File: src/rtl/i2s_audio_tx.sv
// i2s_audio_tx: serialises a signed stereo sample pair into Philips I2S with an internally divided BCLK/LRCLK.
module i2s_audio_tx #(
  parameter int BCLK_HALF    = 16,
  parameter int SAMPLE_WIDTH = 16,
  parameter int SLOT_WIDTH   = 32
) (
  input  logic                    clk,
  input  logic                    reset,
  input  logic [SAMPLE_WIDTH-1:0] audio_l,
  input  logic [SAMPLE_WIDTH-1:0] audio_r,
  input  logic                    sample_valid,
  output logic                    sample_ready,
  output logic                    underrun,
  output logic                    i2s_bclk,
  output logic                    i2s_lrclk,
  output logic                    i2s_data
);
  localparam int HW = BCLK_HALF > 1 ? $clog2(BCLK_HALF) : 1;
  localparam int BW = $clog2(2 * SLOT_WIDTH);
  localparam int IW = SAMPLE_WIDTH > 1 ? $clog2(SAMPLE_WIDTH) : 1;
  localparam logic [BW-1:0] LAST = BW'(2 * SLOT_WIDTH - 1);
  logic [HW-1:0] halfcnt_q, halfcnt_d;
  logic [BW-1:0] bitcnt_q, bitcnt_d, n;
  logic [IW-1:0] k;
  logic bclk_q, bclk_d, lrclk_q, lrclk_d, data_q, data_d;
  logic full_q, full_d, ready_q, ready_d, underrun_q, underrun_d;
  logic tick, fall, wrap, accept;
  logic [SAMPLE_WIDTH-1:0] hold_l_q, hold_l_d, hold_r_q, hold_r_d;
  logic [SAMPLE_WIDTH-1:0] shift_l_q, shift_l_d, shift_r_q, shift_r_d, word;
  always_comb begin
    tick       = halfcnt_q == HW'(BCLK_HALF - 1);
    fall       = tick & bclk_q;
    wrap       = fall & (bitcnt_q == LAST);
    accept     = sample_valid & ready_q;
    halfcnt_d  = tick ? '0 : halfcnt_q + 1'b1;
    bclk_d     = bclk_q ^ tick;
    bitcnt_d   = fall ? (wrap ? '0 : bitcnt_q + 1'b1) : bitcnt_q;
    hold_l_d   = accept ? audio_l : hold_l_q;
    hold_r_d   = accept ? audio_r : hold_r_q;
    // full_q is the pre-cycle value, so a same-cycle accept waits for the next frame
    full_d     = accept | (full_q & ~wrap);
    ready_d    = ~full_d;
    underrun_d = wrap & ~full_q;
    shift_l_d  = (wrap & full_q) ? hold_l_q : shift_l_q;
    shift_r_d  = (wrap & full_q) ? hold_r_q : shift_r_q;
    lrclk_d    = bitcnt_d >= BW'(SLOT_WIDTH);
    n          = lrclk_d ? bitcnt_d - BW'(SLOT_WIDTH) : bitcnt_d;
    k          = IW'(SAMPLE_WIDTH) - n[IW-1:0];
    word       = lrclk_d ? shift_r_d : shift_l_d;
    // slot bit 0 is the I2S one-BCLK delay after the LRCLK edge
    data_d     = (n != '0 && n <= BW'(SAMPLE_WIDTH)) ? word[k] : 1'b0;
  end
  always_ff @(posedge clk) begin
    if (reset) begin
      halfcnt_q  <= '0;
      bclk_q     <= 1'b0;
      bitcnt_q   <= '0;
      lrclk_q    <= 1'b0;
      data_q     <= 1'b0;
      full_q     <= 1'b0;
      ready_q    <= 1'b0;
      underrun_q <= 1'b0;
      hold_l_q   <= '0;
      hold_r_q   <= '0;
      shift_l_q  <= '0;
      shift_r_q  <= '0;
    end else begin
      halfcnt_q  <= halfcnt_d;
      bclk_q     <= bclk_d;
      bitcnt_q   <= bitcnt_d;
      lrclk_q    <= lrclk_d;
      data_q     <= data_d;
      full_q     <= full_d;
      ready_q    <= ready_d;
      underrun_q <= underrun_d;
      hold_l_q   <= hold_l_d;
      hold_r_q   <= hold_r_d;
      shift_l_q  <= shift_l_d;
      shift_r_q  <= shift_r_d;
    end
  end
  assign sample_ready = ready_q;
  assign underrun     = underrun_q;
  assign i2s_bclk     = bclk_q;
  assign i2s_lrclk    = lrclk_q;
  assign i2s_data     = data_q;
endmodule

File: config.mk
export PLATFORM = sky130hd
export DESIGN_NAME = i2s_audio_tx
export DESIGN_NICKNAME = d
export VERILOG_FILES = /design/src/rtl/i2s_audio_tx.sv
export SDC_FILE = /design/constraint.sdc
export NUM_CORES = 1
export LEC_CHECK = 0
export CAP_MARGIN = 20
export CORE_ASPECT_RATIO = 1.4
export CORE_UTILIZATION = 45
export CTS_BUF_LIST = sky130_fd_sc_hd__clkbuf_16
export DETAILED_ROUTE_END_ITERATION = 6
export PLACE_DENSITY = 0.69
export SLEW_MARGIN = 15
export SYNTH_ARGS = -nofsm -noshare
export SYNTH_HDL_FRONTEND = slang
export SYNTH_SLANG_ARGS = --single-unit
File: constraint.sdc
create_clock -name clk -period 3.25 [get_ports clk]
set_input_delay 0.65 -clock clk [delete_from_list [all_inputs] [get_ports clk]]
set_output_delay 0.65 -clock clk [all_outputs]
set_load 0.1 [all_outputs]
==> impl_summary.log, run 1 <==
[metrics] DP Worst Slack: 62.0 ps
[metrics] routed length on met1: 4.09 mm
[metrics] floorplan row count: 39
[metrics] initial antenna violation count: 0
[metrics] top cells by area, synth: sky130_fd_sc_hd__dfxtp_1 43%, sky130_fd_sc_hd__nand2_1 14%, sky130_fd_sc_hd__a21oi_1 10%
[metrics] Max Transition Viols Final: 0
[metrics] Antenna Diode Count: 0
[metrics] H-tree levels: 3
[metrics] cell with the most instances after synthesis: sky130_fd_sc_hd__nand2_1
[metrics] maximum capacitance violations: 0
[metrics] final weighted congestion of routability-driven global placement: 0.882
[metrics] number of distinct library cell variants in the gate-level netlist after synthesis: 55
[metrics] pin slew with the least headroom to its limit: 612 ps
[metrics] element type at the critical path end: flop
[metrics] result of the run: completed
[metrics] setup repair after global routing missed its margin: no
[metrics] share of the synthesized area in the top cell type: 42.7%
[metrics] number of design-rule violations left by the first detailed-router iteration: 265
[metrics] share of synthesized area occupied by flip-flops and latches: 42.7%
[metrics] total congestion overflow after global routing: 0
[metrics] uppermost metal layer occupied by signal nets: met4
[metrics] critical setup path kind: flop to flop
[metrics] worst ir drop on vdd: 0.000354 V
[metrics] number of buffers added by the clock tree synthesis step: 9
[metrics] DR vias: 3,478
[metrics] Final ANT Viol Nets: 0
[metrics] count of flip-flops with a built-in enable after synthesis: 0
[metrics] Die Height: 110 µm
[metrics] hold_buf cts: 0
[metrics] sequential share of power: 50.6%
[metrics] Hold/Removal Path Class: flop to flop
[metrics] share of the clock period used by the worst path: 94.4%
[metrics] share of the synthesized area in compound gates (AO/OA/AOI/OAI): 23.1%
[metrics] I/O Buffers: 39
[metrics] Power Internal: 1.57 mW
[metrics] total of warnings raised by yosys: 0
[metrics] core region area: 0.00810 mm²
[metrics] starting density of the core: 46.3%
[metrics] wire length on met3: 438 µm
[metrics] maximum number of buffers from clock root to sink: 2
[metrics] number of instances in the synthesized netlist: 479
[metrics] data required time at the worst endpoint: 3500 ps
[metrics] FF+latch count, synth: 80
[metrics] GRT Overall Usage: 25.7%
[metrics] type of element launching the critical path: flop
[metrics] Final Hold Vio Count: 0
[metrics] Routed Wire Length: 10.1 mm
[metrics] Pre-antenna DRT Iters: 6
[metrics] wire length of the first global-routing pass: 16.5 mm
[metrics] leakage dissipation: 1.57 nW
[metrics] post-synthesis simple-gate area fraction: 25.1%
[metrics] largest stage delay on the critical path: 390 ps
[metrics] Max Clock Freq: 326 MHz
[metrics] area of the die: 0.00871 mm²
[metrics] wire per inst: 16.5 µm
[metrics] TritonCTS sink count: 80
[metrics] final-stage net count: 546
[metrics] combinational family with the most area after synthesis: simple AND/OR/NAND/NOR gates
[metrics] share of total power consumed by net switching: 22.5%
[metrics] library cell used as clock root buffer: sky130_fd_sc_hd__clkbuf_16
[metrics] largest fanout of any net on the critical path: 6
[metrics] Worst-path clk slew: 60 ps
[metrics] total I/O pin count: 40
[metrics] estimated wirelength of the detail-placed design: 7.18 mm
[metrics] Clk Latency, worst-skew pair: 330 ps
[metrics] Post-Syn Nets: 518
[metrics] number of setup violations in the final report: 0
[metrics] via count of the first global-routing pass: 3,324
[metrics] clock tree from TritonCTS: yes
[metrics] worst setup skew after layout: 3.24 ps
[metrics] multiplexer fraction of the synthesized cell area: 0.267%
[metrics] DRC violations left: 0
[metrics] maximum number of pins on one net before global-route repair: 37
[metrics] top_reg_cell synth: sky130_fd_sc_hd__dfxtp_1
[metrics] cell class contributing the biggest share of worst-path delay: compound AO/OA/AOI/OAI gates
[metrics] width of the die: 79.2 µm
[metrics] xor-xnor portion of the synthesized cell area: 2.47%
[metrics] Commonest cells post-synth: 137 x sky130_fd_sc_hd__nand2_1, 80 x sky130_fd_sc_hd__dfxtp_1, 76 x sky130_fd_sc_hd__a21oi_1, 19 x sky130_fd_sc_hd__clkbuf_1, 16 x sky130_fd_sc_hd__nor2_1
[metrics] Net Switching: 0.455 mW
[metrics] post-detailed-route via-to-cell ratio: 5.66
[metrics] Total Negative Setup Slacks: 0 ps
[metrics] minimum setup slack in the final design: 183 ps
[metrics] logic gate share of total power: 6.0%
[metrics] post-layout min period: 3070 ps
[metrics] cell seen most often among critical-path stages: sky130_fd_sc_hd__ha_1
[metrics] part of the power in the clock network: 43.4%
[metrics] power density cells: 453 mW/mm²
[metrics] Post-Synth Adder-Cell Area: 1.33%
[metrics] critical path's slowest cell: sky130_fd_sc_hd__dfxtp_1
[metrics] Post-Syn Area per Cell: 7.83 µm²
[metrics] Buffers & Inverters on Critical Path: 0
[metrics] DR WL met2: 5.18 mm
[metrics] share of flip-flops with an asynchronous set or reset: 0%
[metrics] tightest slew margin relative to the limit: 58.7%
[metrics] netlist area before placement: 0.00375 mm²
[metrics] Area Overhead vs Synth: 18.8%
[metrics] layout cell share with drive strength beyond 1: 9.77%
[metrics] sequence of cells on the critical path: ha_1, and3_1, ha_2, mux2i_2, ha_1, xnor3_2, a211o_1, a31oi_2, o211a_1, a2111oi_2, a221oi_2
[metrics] cell taking the most area after synthesis: sky130_fd_sc_hd__dfxtp_1
[metrics] post-CTS setup repair buffer count: 0
[metrics] CP arrival: 3320 ps
[final timing paths]
path           startpoint           end  slack [ps]  depth (start not counted)
max          halfcnt_q[0]      i2s_data         180                         11
min           hold_r_q[4]  shift_r_q[4]         450                          2
min reg2reg   hold_r_q[4]  shift_r_q[4]         450                          2
max reg2reg  halfcnt_q[0]      i2s_data         180                         11
[per-layer routing]
metal  track usage (%)  vias to the layer above
met5                 0                        -
met4              16.0                        0
met3              4.03                       28
met2              45.4                       96
met1              28.7                     1625
li1                  -                     1729
[through the flow]
| stage | utilization (%) | total power [mW] | hold WS (ps) | area, µm² | cells |
|---|---|---|---|---|---|
| after floorplan | - | 1.10 | 432 | 3750 | 479 |
| after global placement | 51.7 | 1.16 | 439 | 4190 | 598 |
| after detailed placement | 51.7 | 1.17 | 444 | 4190 | 598 |
| after CTS | 54.9 | 2.04 | 452 | 4450 | 614 |
| after global routing | 55.0 | 2.10 | 463 | 4460 | 614 |
| final | 55.0 | 2.02 | 449 | 4460 | 614 |
[state kept, by name, summed over array words and instances, names as in the netlist]
register	count
bitcnt_q	6
halfcnt_q	4
full_q	1
hold_r_q	16
i2s_lrclk	1
shift_r_q	16
shift_l_q	16
i2s_data	1
underrun	1
hold_l_q	16
i2s_bclk	1
sample_ready	1
[cells in the final DEF, fill, tap and decap left out, drive strengths merged, types with 5 or more instances in the layout]
cell type      instances
nand2                137
dfxtp                 80
a21oi                 78
clkdlybuf4s50         33
buf                   19
nor2                  16
nor3                  16
o21ai                 15
nand3                 14
a31oi                 11
clkbuf                 9
o211ai                 7
and2                   7
xnor2                  6
and3                   6
inv                    5
clkinv                 5
a221oi                 5
[tightest hold or removal path: cells and delay by family (launching register included)]
kind	cells	cell delay, ps
and+or+nand+nor	1	50
DFF	1	310
AOI/OAI and AO/OA	1	50
[power by group through the flow]
stage               registers [mW]  logic, mW  clock network, mW
floorplan                     1.05     0.0551                  0
global placement              1.04      0.120                  0
detailed placement            1.04      0.122                  0
CTS                           1.02      0.122              0.890
global route                  1.02      0.135              0.937
finish                        1.02      0.121              0.877
[repair_timing]
item / CTS / global route
setup endpoints to repair: 0 / 1
gates resized for setup: 0 / 4
hold endpoints to repair: 0 / 0
[cell families after synthesis]
logic type	Yosys count
buffers and inverters	39
AO/OA/AOI/OAI	137
AND/OR/NAND/NOR	209
XOR/XNOR	9
adder cells (fa/ha/maj)	4
multiplexers	1
flip-flops	80
[final cells by class]
type	instances	area, µm²
Clock inverter	7	31.3
Tap cell	102	128
Sequential cell	80	1600
Multi-Input combinational cell	360	1970
Clock buffer	9	225
Timing Repair Buffer	52	483
Fill cell	813	3640
Inverter	4	15.0
No activity file was read; power rests on OpenSTA's default activity.
==> run 2: changes to the inputs <==
Settings changed: CAP_MARGIN 20 to unset, PLACE_DENSITY 0.69 to 0.68.
==> run 2 against run 1 <==
Effect of this change: maximum frequency increased by 1.4%; wire length decreased by 3.2%; combinational power is 3% lower; count of clock-buffer cells in the layout unchanged; power grew 8.4%; first-iteration DRC count is 34% lower; setup slack improved by 44 ps; register-to-register slack improved by 40 ps; sequential share of layout area shrank 0.65 points; critical path depth up 1.
==> impl_summary.log, run 2 (synthesized netlist as in run 1, its figures left out) <==
[metrics] result of the run: completed
[metrics] Worst-path clk slew: 60 ps
[metrics] Total Negative Setup Slacks: 0 ps
[metrics] Post-CTS Resized: 0
[metrics] Min-Delay Endpoint: shift_r_q[14]
[metrics] pin slew with the least headroom to its limit: 1040 ps
[metrics] maximum capacitance violations: 0
[metrics] element type at the critical path end: flop
[metrics] Area Overhead vs Synth: 21.0%
[metrics] Max Clock Freq: 331 MHz
[metrics] post-detailed-route via-to-cell ratio: 5.47
[metrics] Clk Latency, worst-skew pair: 340 ps
[metrics] Antenna Diode Count: 0
[metrics] final weighted congestion of routability-driven global placement: 0.961
[metrics] critical setup path kind: flop to flop
[metrics] Hold/Removal Path Class: flop to flop
[metrics] CP arrival: 3280 ps
[metrics] Routed Wire Length: 9.80 mm
[metrics] leakage dissipation: 1.60 nW
[metrics] starting density of the core: 46.3%
[metrics] core region area: 0.00810 mm²
[metrics] total congestion overflow after global routing: 0
[metrics] maximum number of pins on one net before global-route repair: 51
[metrics] TritonCTS sink count: 80
[metrics] number of design-rule violations left by the first detailed-router iteration: 176
[metrics] most common cell after layout, fill and taps aside: sky130_fd_sc_hd__nand2_1
[metrics] worst setup slack for register-to-register paths: 230 ps
[metrics] largest fanout of any net on the critical path: 6
[metrics] area of the die: 0.00871 mm²
[metrics] DR vias: 3,366
[metrics] total I/O pin count: 40
[metrics] total power after layout: 2.19 mW
[metrics] type of element launching the critical path: flop
[metrics] H-tree levels: 3
[metrics] number of setup violations in the final report: 0
[metrics] largest stage delay on the critical path: 430 ps
[metrics] GRT Overall Usage: 25.2%
[metrics] Max Transition Viols Final: 0
[metrics] Final Hold Vio Count: 0
[metrics] setup repair after global routing missed its margin: no
[metrics] Pre-antenna DRT Iters: 4
[metrics] sequence of cells on the critical path: ha_1, and3_2, ha_4, xor2_1, o31ai_2, ha_2, xnor3_2, a211o_1, a31oi_2, o211a_1, a2111oi_2, a221oi_2
[metrics] depth of the worst register-to-register path: 12
[metrics] commonest cells after routing, fill and taps aside: 137 x sky130_fd_sc_hd__nand2_1, 79 x sky130_fd_sc_hd__dfxtp_1, 76 x sky130_fd_sc_hd__a21oi_1
[metrics] count of cells along the worst hold path: 2
[metrics] floorplan row count: 39
[metrics] Final ANT Viol Nets: 0
[metrics] wire length of the first global-routing pass: 16.3 mm
[metrics] post-layout min period: 3020 ps
[metrics] estimated wirelength of the detail-placed design: 7.25 mm
[metrics] library cell used as clock root buffer: sky130_fd_sc_hd__clkbuf_16
[metrics] Layout fillers: 812
[metrics] wire per inst: 15.9 µm
[metrics] Buffers & Inverters on Critical Path: 0
[metrics] width of the die: 79.2 µm
[metrics] worst reg2reg startpoint: halfcnt_q[0]
[metrics] final-stage net count: 547
[metrics] initial antenna violation count: 0
[metrics] worst ir drop on vdd: 0.000332 V
[metrics] beginning of the worst hold path: hold_r_q[14]
[metrics] via count of the first global-routing pass: 3,241
[metrics] maximum number of buffers from clock root to sink: 2
[metrics] share of the clock period used by the worst path: 93.0%
[metrics] critical path's slowest cell: sky130_fd_sc_hd__xnor3_2
[metrics] post-CTS setup repair buffer count: 0
[metrics] Die Height: 110 µm
[metrics] data required time at the worst endpoint: 3500 ps
[metrics] hold_buf cts: 0
[metrics] I/O Buffers: 39
[metrics] worst setup skew after layout: 5.89 ps
[metrics] layout cell share with drive strength beyond 1: 10.7%
[metrics] cell class contributing the biggest share of worst-path delay: compound AO/OA/AOI/OAI gates
[metrics] number of buffers added by the clock tree synthesis step: 9
[metrics] DRC violations left: 0
[metrics] tightest slew margin relative to the limit: 30.5%
[metrics] worst flop-to-flop path endpoint: i2s_data
[metrics] clock tree from TritonCTS: yes
[metrics] power density cells: 483 mW/mm²
-- run 2: how the worst max path moves through the flow --
| stage | startpoint | endpoint | depth (start not counted) |
|---|---|---|---|
| detailed placement | halfcnt_q[0] | i2s_data | 11 |
| CTS | halfcnt_q[0] | i2s_data | 11 |
| finish | halfcnt_q[0] | i2s_data | 12 |
| global placement | halfcnt_q[0] | i2s_data | 11 |
| global route | halfcnt_q[0] | i2s_data | 12 |
| floorplan | halfcnt_q[0] | i2s_data | 14 |
-- run 2: worst min-delay path, cell delays in order (launching register included) --
cell and delay [ps]:
sky130_fd_sc_hd__dfxtp_1 300, sky130_fd_sc_hd__nand2_1 50, sky130_fd_sc_hd__a21oi_1 50
-- run 2: final cells by class --
type                    instances  area, µm²  share of cell area, %
well taps                     102        128                   2.81
multi-input cells             360       1990                   43.9
clock inverters                 7       86.3                   1.90
inverters                       4       15.0                  0.331
repair buffers                 53        490                   10.8
clock buffers                   9        225                   4.96
flip-flops and latches         80       1600                   35.3
-- run 2: through the flow --
step	setup slack (ps)	cell area [µm²]	std cells	hold slack, ps	util (%)
finish	227	4540	615	449	56.0
global route	15.9	4540	615	470	56.0
CTS	12.7	4510	615	450	55.7
detailed placement	30.1	4200	599	444	51.8
global placement	175	4200	599	437	51.8
floorplan	152	3750	479	432	-
-- run 2: layer usage --
metal,vias to the layer above,track usage [%],routed length (µm)
met2,67,44.1,4970
met4,0,13.8,384
met3,23,4.36,300
li1,1726,-,-
met5,-,0,0
met1,1550,28.9,4150
-- run 2: report_power, final --
| group | switching (mW) | internal (mW) |
|---|---|---|
| Combinational | 0.0588 | 0.0579 |
| Sequential | 0.0165 | 1.01 |
| Clock | 0.388 | 0.665 |
| Total | 0.463 | 1.73 |
==> run 3: changes to the inputs <==
Settings changed: SETUP_SLACK_MARGIN set to 0.1.
==> run 3 against run 2 <==
Effect of this change: setup slack better by 99 ps; die area unchanged; sequential power is essentially flat; count of clock-buffer cells in the layout stayed put; register-to-register slack improved by 99 ps; via count up 0.12%; final area is the same; combinational power about the same; critical path depth stayed put; clock power is essentially flat; sequential cell count stayed put; critical path type unchanged; critical endpoint unchanged; largest power group unchanged; highest routed layer unchanged.
==> impl_summary.log, run 3 (synthesized netlist as in run 1, its figures left out) <==
[metrics] Pre-antenna DRT Iters: 4
[metrics] number of cells in the design after placement: 599
[metrics] worst ir drop on vdd: 0.000332 V
[metrics] Final Hold Vio Count: 0
[metrics] critical path startpoint: halfcnt_q[0]
[metrics] clock tree from TritonCTS: yes
[metrics] library cell used as clock root buffer: sky130_fd_sc_hd__clkbuf_16
[metrics] leakage dissipation: 1.60 nW
[metrics] Total Negative Setup Slacks: 0 ps
[metrics] core region area: 0.00810 mm²
[metrics] smallest hold slack: 449 ps
[metrics] worst reg2reg startpoint: halfcnt_q[0]
[metrics] post-CTS setup repair buffer count: 0
[metrics] Layout fillers: 812
[metrics] result of the run: completed
[metrics] width of the die: 79.2 µm
[metrics] worst setup skew after layout: 5.76 ps
[metrics] pin slew with the least headroom to its limit: 1040 ps
[metrics] DR vias: 3,370
[metrics] wire per inst: 15.9 µm
[metrics] Routed Wire Length: 9.79 mm
[metrics] area of the die: 0.00871 mm²
[metrics] via count of the first global-routing pass: 3,239
[metrics] number of setup violations in the final report: 0
[metrics] most common cell after layout, fill and taps aside: sky130_fd_sc_hd__nand2_1
[metrics] depth of the worst register-to-register path: 12
[metrics] number of buffers added by the clock tree synthesis step: 9
[metrics] Hold/Removal Path Class: flop to flop
[metrics] maximum capacitance violations: 0
[metrics] CP arrival: 3180 ps
[metrics] largest stage delay on the critical path: 330 ps
[metrics] sequence of cells on the critical path: ha_1, and3_2, ha_4, xor2_1, o31ai_2, ha_2, xnor3_2, a211o_1, a31oi_2, o211a_1, a2111oi_2, a221oi_2
[metrics] setup repair after global routing missed its margin: no
[metrics] maximum number of buffers from clock root to sink: 2
[metrics] total I/O pin count: 40
[metrics] post-detailed-route via-to-cell ratio: 5.48
[metrics] wire length of the first global-routing pass: 16.3 mm
[metrics] starting density of the core: 46.3%
[metrics] power density cells: 483 mW/mm²
[metrics] TritonCTS sink count: 80
[metrics] worst flop-to-flop path endpoint: i2s_data
[metrics] DRC violations left: 0
[metrics] critical setup path kind: flop to flop
[metrics] Max Clock Freq: 342 MHz
[metrics] type of element launching the critical path: flop
[metrics] estimated wirelength of the detail-placed design: 7.25 mm
[metrics] GRT Overall Usage: 25.2%
[metrics] layout cell share with drive strength beyond 1: 10.7%
[metrics] DP Worst Slack: 30.1 ps
[metrics] largest fanout of any net on the critical path: 6
[metrics] post-layout min period: 2920 ps
[metrics] worst setup path endpoint: i2s_data
[metrics] Max Transition Viols Final: 0
[metrics] maximum number of pins on one net before global-route repair: 51
[metrics] Area Overhead vs Synth: 21.0%
[metrics] H-tree levels: 3
[metrics] share of the clock period used by the worst path: 90.0%
[metrics] Worst-path clk slew: 60 ps
[metrics] Final ANT Viol Nets: 0
[metrics] final weighted congestion of routability-driven global placement: 0.961
[metrics] total congestion overflow after global routing: 0
[metrics] Antenna Diode Count: 0
[metrics] final cell utilization of the core: 56.0%
[metrics] I/O Buffers: 39
[metrics] tightest slew margin relative to the limit: 30.4%
[metrics] worst setup slack for register-to-register paths: 330 ps
[metrics] hold_buf cts: 0
[metrics] number of design-rule violations left by the first detailed-router iteration: 187
[metrics] Clk Latency, worst-skew pair: 340 ps
[metrics] initial antenna violation count: 0
[metrics] commonest cells after routing, fill and taps aside: 137 x sky130_fd_sc_hd__nand2_1, 79 x sky130_fd_sc_hd__dfxtp_1, 76 x sky130_fd_sc_hd__a21oi_1
[metrics] element type at the critical path end: flop
[metrics] Die Height: 110 µm
[metrics] critical path's slowest cell: sky130_fd_sc_hd__dfxtp_1
[metrics] data required time at the worst endpoint: 3500 ps
[metrics] minimum setup slack in the final design: 326 ps
[metrics] floorplan row count: 39
[metrics] Layout Cells excl Fill: 615
[metrics] final-stage net count: 547
-- run 3: cell counts in the layout (fill, tap and decap cells not counted) --
Identical to the previous run, type by type.
-- run 3: cell type report --
cell class / instances / area (µm²) / share of cell area, %
multi-input cells: 360 / 1990 / 43.9
flip-flops and latches: 80 / 1600 / 35.3
repair buffers: 53 / 490 / 10.8
clock buffers: 9 / 225 / 4.96
well taps: 102 / 128 / 2.81
clock inverters: 7 / 86.3 / 1.90
inverters: 4 / 15.0 / 0.331
-- run 3: critical path: cells and delay by family (launching register included) --
kind / cells / cell delay (ps)
AO/OA/AOI/OAI: 6 / 1070
AND/OR/NAND/NOR: 1 / 260
flip-flops: 1 / 330
adder cells (fa/ha/maj): 3 / 700
XOR/XNOR: 2 / 470
-- run 3: metal layers --
metal | up-vias | GRT usage, % | routed length (µm)
li1 | 1723 | - | -
met1 | 1564 | 29.1 | 4190
met2 | 66 | 44.0 | 5030
met3 | 17 | 4.12 | 275
met4 | 0 | 14.0 | 299
met5 | - | 0 | 0
-- run 3: repair_timing --
| item | 4_1_cts | 5_1_grt |
|---|---|---|
| pin swaps | 0 | 1 |
| setup endpoints to repair | 1 | 1 |
| gates resized for setup | 3 | 4 |
| endpoints found under the hold margin | 0 | 0 |
-- run 3: power by group --
group	internal, mW	switching (mW)	leakage [nW]
combinational	0.0579	0.0588	0.793
sequential	1.01	0.0164	0.649
clock	0.665	0.387	0.154
total	1.73	0.462	1.60
-- run 3: through the flow --
| step | instance area (µm²) | total power [mW] |
|---|---|---|
| 2_1_floorplan | 3750 | 1.10 |
| 3_3_place_gp | 4200 | 1.16 |
| 3_5_place_dp | 4200 | 1.16 |
| 4_1_cts | 4520 | 2.21 |
| 5_1_grt | 4540 | 2.27 |
| 6_report | 4540 | 2.19 |
-- run 3: how the worst min path moves through the flow --
stage / from / end / slack [ps] / cells past startpoint
after global routing: hold_r_q[9] / shift_r_q[9] / 470 / 2
final: hold_r_q[14] / shift_r_q[14] / 450 / 2
after CTS: hold_l_q[5] / shift_l_q[5] / 450 / 2
after global placement: hold_r_q[12] / shift_r_q[12] / 440 / 2
after detailed placement: hold_l_q[3] / shift_l_q[3] / 440 / 2
after floorplan: hold_r_q[11] / shift_r_q[11] / 430 / 2
